File: src/rtl/t10_uart_rx.sv
// 8N1 UART receiver with 2-flop input synchronizer and mid-bit sampling; rx_ready one cycle after stop sample.
// No backpressure: each good frame overwrites rx_byte; a low stop bit pulses framing_err and waits for idle line.
module t10_uart_rx #(
  parameter int CLKS_PER_BIT = 1042
) (
  input  logic       clk,
  input  logic       nRst,
  input  logic       rx_serial,
  output logic [7:0] rx_byte,
  output logic       rx_ready,
  output logic       framing_err,
  output logic       busy
);

  localparam int CNT_W = $clog2(CLKS_PER_BIT);
  localparam int HALF  = CLKS_PER_BIT / 2;
  localparam logic [CNT_W-1:0] HALF_M1  = CNT_W'(HALF - 1);
  localparam logic [CNT_W-1:0] BIT_LAST = CNT_W'(CLKS_PER_BIT - 1);

  localparam logic [2:0] IDLE      = 3'd0;
  localparam logic [2:0] START     = 3'd1;
  localparam logic [2:0] DATA      = 3'd2;
  localparam logic [2:0] STOP      = 3'd3;
  localparam logic [2:0] WAIT_IDLE = 3'd4;

  logic [2:0]       state;
  logic [CNT_W-1:0] clk_cnt;
  logic [2:0]       bit_idx;
  logic [7:0]       shift;
  logic             rx_m;
  logic             rx_s;

  // Synchronizer resets to the idle-high line level so reset never looks like a start bit
  always_ff @(posedge clk or negedge nRst) begin
    if (!nRst) begin
      rx_m <= 1'b1;
      rx_s <= 1'b1;
    end else begin
      rx_m <= rx_serial;
      rx_s <= rx_m;
    end
  end

  always_ff @(posedge clk or negedge nRst) begin
    if (!nRst) begin
      state       <= IDLE;
      clk_cnt     <= '0;
      bit_idx     <= '0;
      shift       <= '0;
      rx_byte     <= '0;
      rx_ready    <= 1'b0;
      framing_err <= 1'b0;
    end else begin
      rx_ready    <= 1'b0;
      framing_err <= 1'b0;
      case (state)
        IDLE: begin
          clk_cnt <= '0;
          bit_idx <= '0;
          if (!rx_s) state <= START;
        end
        START: begin
          if (clk_cnt == HALF_M1) begin
            clk_cnt <= '0;
            state   <= rx_s ? IDLE : DATA;
          end else begin
            clk_cnt <= clk_cnt + 1'b1;
          end
        end
        DATA: begin
          if (clk_cnt == BIT_LAST) begin
            clk_cnt        <= '0;
            shift[bit_idx] <= rx_s;
            if (bit_idx == 3'd7) state <= STOP;
            else                 bit_idx <= bit_idx + 3'd1;
          end else begin
            clk_cnt <= clk_cnt + 1'b1;
          end
        end
        STOP: begin
          if (clk_cnt == BIT_LAST) begin
            clk_cnt <= '0;
            if (rx_s) begin
              rx_byte  <= shift;
              rx_ready <= 1'b1;
              state    <= IDLE;
            end else begin
              framing_err <= 1'b1;
              state       <= WAIT_IDLE;
            end
          end else begin
            clk_cnt <= clk_cnt + 1'b1;
          end
        end
        WAIT_IDLE: begin
          // A held-low line is not a new start bit; only a return high re-arms
          if (rx_s) state <= IDLE;
        end
        default: state <= IDLE;
      endcase
    end
  end

  assign busy = (state != IDLE);

endmodule

File: config.mk
export PLATFORM = sky130hd
export DESIGN_NAME = t10_uart_rx
export DESIGN_NICKNAME = d
export VERILOG_FILES = /design/src/rtl/t10_uart_rx.sv
export SDC_FILE = /design/constraint.sdc
export NUM_CORES = 1
export LEC_CHECK = 0
export ABC_CLOCK_PERIOD_IN_PS = 1960
export BUFFER_PORTS_ARGS = -buffer_cell sky130_fd_sc_hd__buf_2
export CORE_MARGIN = 10
export CORE_UTILIZATION = 50
export CTS_BUF_LIST = sky130_fd_sc_hd__clkbuf_4 sky130_fd_sc_hd__clkbuf_8
export CTS_CLUSTER_DIAMETER = 200
export DETAILED_ROUTE_END_ITERATION = 7
export PLACE_DENSITY_LB_ADDON = 0.15
export SLEW_MARGIN = 20
export SYNTH_ARGS = -nofsm -noshare
export SYNTH_HDL_FRONTEND = slang
export SYNTH_SLANG_ARGS = --single-unit
File: constraint.sdc
create_clock -name clk -period 1.96 [get_ports clk]
set_clock_uncertainty 0.2 [all_clocks]
set_input_delay 0.294 -clock clk [delete_from_list [all_inputs] [get_ports clk]]
set_output_delay 0.294 -clock clk [all_outputs]
set_load 0.03 [all_outputs]
==> summary.md <==
| Metric | Value |
|---|---|
| Asr flop ratio synth | 100% |
| Count of input and output buffers | 13 |
| Critical Path RT | around 1.9 ns |
| Antenna Violating Nets Remaining | 0 |
| Worst Reg-to-Reg Cells | 6 |
| Initial Utilization | 52.4% |
| Global-route wire length before repair | between 7000 and 8000 um |
| Critical path buffer and inverter count | 1 |
| Total number of vias | between 1500 and 2000 |
| Number of placement rows | 22 |
| Synth area leader | dfrtp_1 |
| HPWL after DPL | approximately 3200 um |
| Count of different cell masters after synthesis | between 40 and 50 |
| Setup CP Type | reg2reg |
| Sequential cell area | between 900 and 1000 sq um |
| Final hold vios | 0 |
| Routed len/inst | 19.2 um |
| Power after layout | 1.49 mW |
| Max Slew Vio Count | 0 |
| Router iterations before antenna repair | 4 |
| Commonest cells in the netlist | dfrtp_1 (35), nand2_1 (17), mux2_2 (16) |
| Via density | between 6 and 7 |
| Worst-Margin Slew | approximately 0.52 ns |
| Number of flops mapped to enable cells by yosys | 0 |
| H-tree levels | 2 |
| Ordered cell list for the critical path | inv_2 -> ha_4 -> and4bb_4 -> nand4_4 -> nor4b_4 -> mux2_4 |
| Die area | between 6000 and 7000 sq um |
| Fin crit share | 107% |
| Setup violators final | 28 |
| Hold crit path type | reg2reg |
| Crit Reg-Reg Endpoint | shift[3]$_DFFE_PN0P_ |
| DRT iter0 DRCs | around 210 |
| Core area | 3720 sq um |
| Count leader, synth | dfrtp_1 |
| R2R setup slack | -0.14 ns |
| Post-synthesis instance total | 185 |
| Filler cell count in the final layout | 240 |
| Post-synth top area share | between 40% and 50% |
| Die Span X | ~82 um |
| Vias in the first global route | about 1700 |
| Remaining Overflow, GRT | 0 |
| Ports | 14 |
| # nets final | 245 |
| Initial antenna violation count | 0 |
| Clk buf depth | 2 |
| Warnings, synthesis | 0 |
| Slew headroom | about two thirds |
| Crit-path max FO | 5 |
| Root Driver | clkbuf_8 |
| Worst setup endpoint | shift[3]$_DFFE_PN0P_ |
| Placer Congestion | between 0.9 and 1 |
| # clock sinks | 37 |
| Crit path DAT | roughly 2.1 ns |
| Pwr dens | approximately 540 nW/um^2 |
| Worst setup margin | -0.139 ns |
| Status | finished with violations |
| Final core occ | between 70% and 80% |
| Area Overhead vs Synth | 41.1% |
| Pleak | approximately 1.2 nW |
| Main synth FF type | dfrtp_1 |
| CP startpoint kind | flip-flop |
| Critical Path Stages | 6 |
| # diodes | 0 |
| Tmin final | about 2.1 ns |
| Clk pin slew, worst setup/hold paths | around 0.070 ns |
| Post-synthesis register bit count | 37 |
| Detailed-route DRC error count | 0 |
| Final wirelength | 5490 um |
| Die Ht | 82.4 um |
| Ratio of cells with drive above 1 in the final layout | between 40% and 50% |
| Crit. Startpoint | clk_cnt[1]$_DFFE_PN0P_ |
| Failing checks | setup timing |
| Worst flop-to-flop path startpoint | clk_cnt[1]$_DFFE_PN0P_ |
| Final setup TNS | -2.12 ns |
| Crit end category | flip-flop |
| Pin count of the biggest net entering global routing | 38 |
| Synth Net Count | a little under 200 |
| Worst-Skew Late Latency | slightly below 0.3 ns |
| Avg Cell Area, Syn | around 11 sq um |
| Delay-heaviest family, CP | simple AND/OR/NAND/NOR gates |
| Total Routing Usage GR | between 10% and 20% |
| Multi-input logic area | 1200 sq um |
| Netlist Area Pre-Place | 1950 sq um |
| Max incr delay on CP | just over 0.4 ns |
| Max IR drop VDD | between 500 and 600 uV |
| Sequential share of the synthesized area | between 40% and 50% |
| Max frequency | 0.476 GHz |
| DP Worst Slack | -0.162 ns |
| CTS tree | yes |
| Critical path's slowest cell | dfrtp_1 |
| Top cells by area, synth | dfrtp_1 (45%), mux2_2 (9.3%), nand2_1 (3.3%), ha_1 (3.2%), dfstp_2 (2.7%) |
| Max-cap violations | 0 |
| RSZ-0062 raised after global routing | true |
| Cts bufs inserted | 5 |
worst min-delay path by stage:
stage,cells past startpoint,from,to
floorplan,0,nRst,bit_idx[0]$_DFFE_PN0P_
global placement,0,rx_m$_DFF_PN1_,rx_s$_DFF_PN1_
detailed placement,0,rx_m$_DFF_PN1_,rx_s$_DFF_PN1_
CTS,0,rx_m$_DFF_PN1_,rx_s$_DFF_PN1_
global route,0,rx_m$_DFF_PN1_,rx_s$_DFF_PN1_
finish,0,rx_m$_DFF_PN1_,rx_s$_DFF_PN1_
flip-flops by register name, indices dropped and copies added, names as in the netlist, 3 cells and up:
signal / cells
rx_byte: 8
clk_cnt: 11
bit_idx: 3
state: 3
shift: 8
cells by family after synthesis:
group	synth area share [%]
AOI/OAI and AO/OA	12.9
DFF	47.7
muxes	10.3
adders and majority gates	3.22
buffers and inverters	3.41
and+or+nand+nor	22.4
report_power, final:
group          internal, mW  switching (mW)  leakage (nW)
combinational       0.00738          0.0196         0.660
clock                 0.429           0.262        0.0619
sequential            0.767         0.00102         0.492
placed cells by master (no fill, tap or decap), types with 4 or more instances in the layout:
master / instances
buf_6: 4
buf_2: 12
mux2_4: 14
inv_1: 4
nand4_1: 4
nand2_1: 17
clkbuf_8: 6
buf_4: 32
o21ai_0: 6
o21ai_1: 4
or3_1: 4
o211ai_1: 6
nor2_1: 8
nand3_1: 8
dfrtp_1: 33
area by class of cell:
cell class	instances	area share (%)
multi-input combinational	135	43.8
sequential	37	33.9
timing repair buffer	52	14.9
clock buffer	7	3.28
tap	48	2.19
clock inverter	1	1.09
inverter	6	0.820
per-layer routing:
layer / share of wire (%) / track usage (%)
met5: 0 / 0
met2: 50 / 22.2
met1: 42 / 19.6
met3: 6.9 / 4.21
met4: 1.2 / 7.65
repair_timing:
action                                 CTS  global route
setup buffers                            3             7
endpoints found under the hold margin   36             0
cloned                                   2             1
pin swaps                               11            10
setup endpoints to repair               24            33
gates resized for setup                 16            33
hold buffers                             2             0
through the flow:
stage | std cells | hold WS, ns | cell area (sq um)
final | 286 | 0.157 | 2750
after global routing | 286 | 0.161 | 2750
after CTS | 280 | 0.159 | 2550
after detailed placement | 265 | 0.148 | 2280
after global placement | 265 | 0.148 | 2280
after floorplan | 185 | -0.202 | 1990
Power figures use the tool's default switching activity.
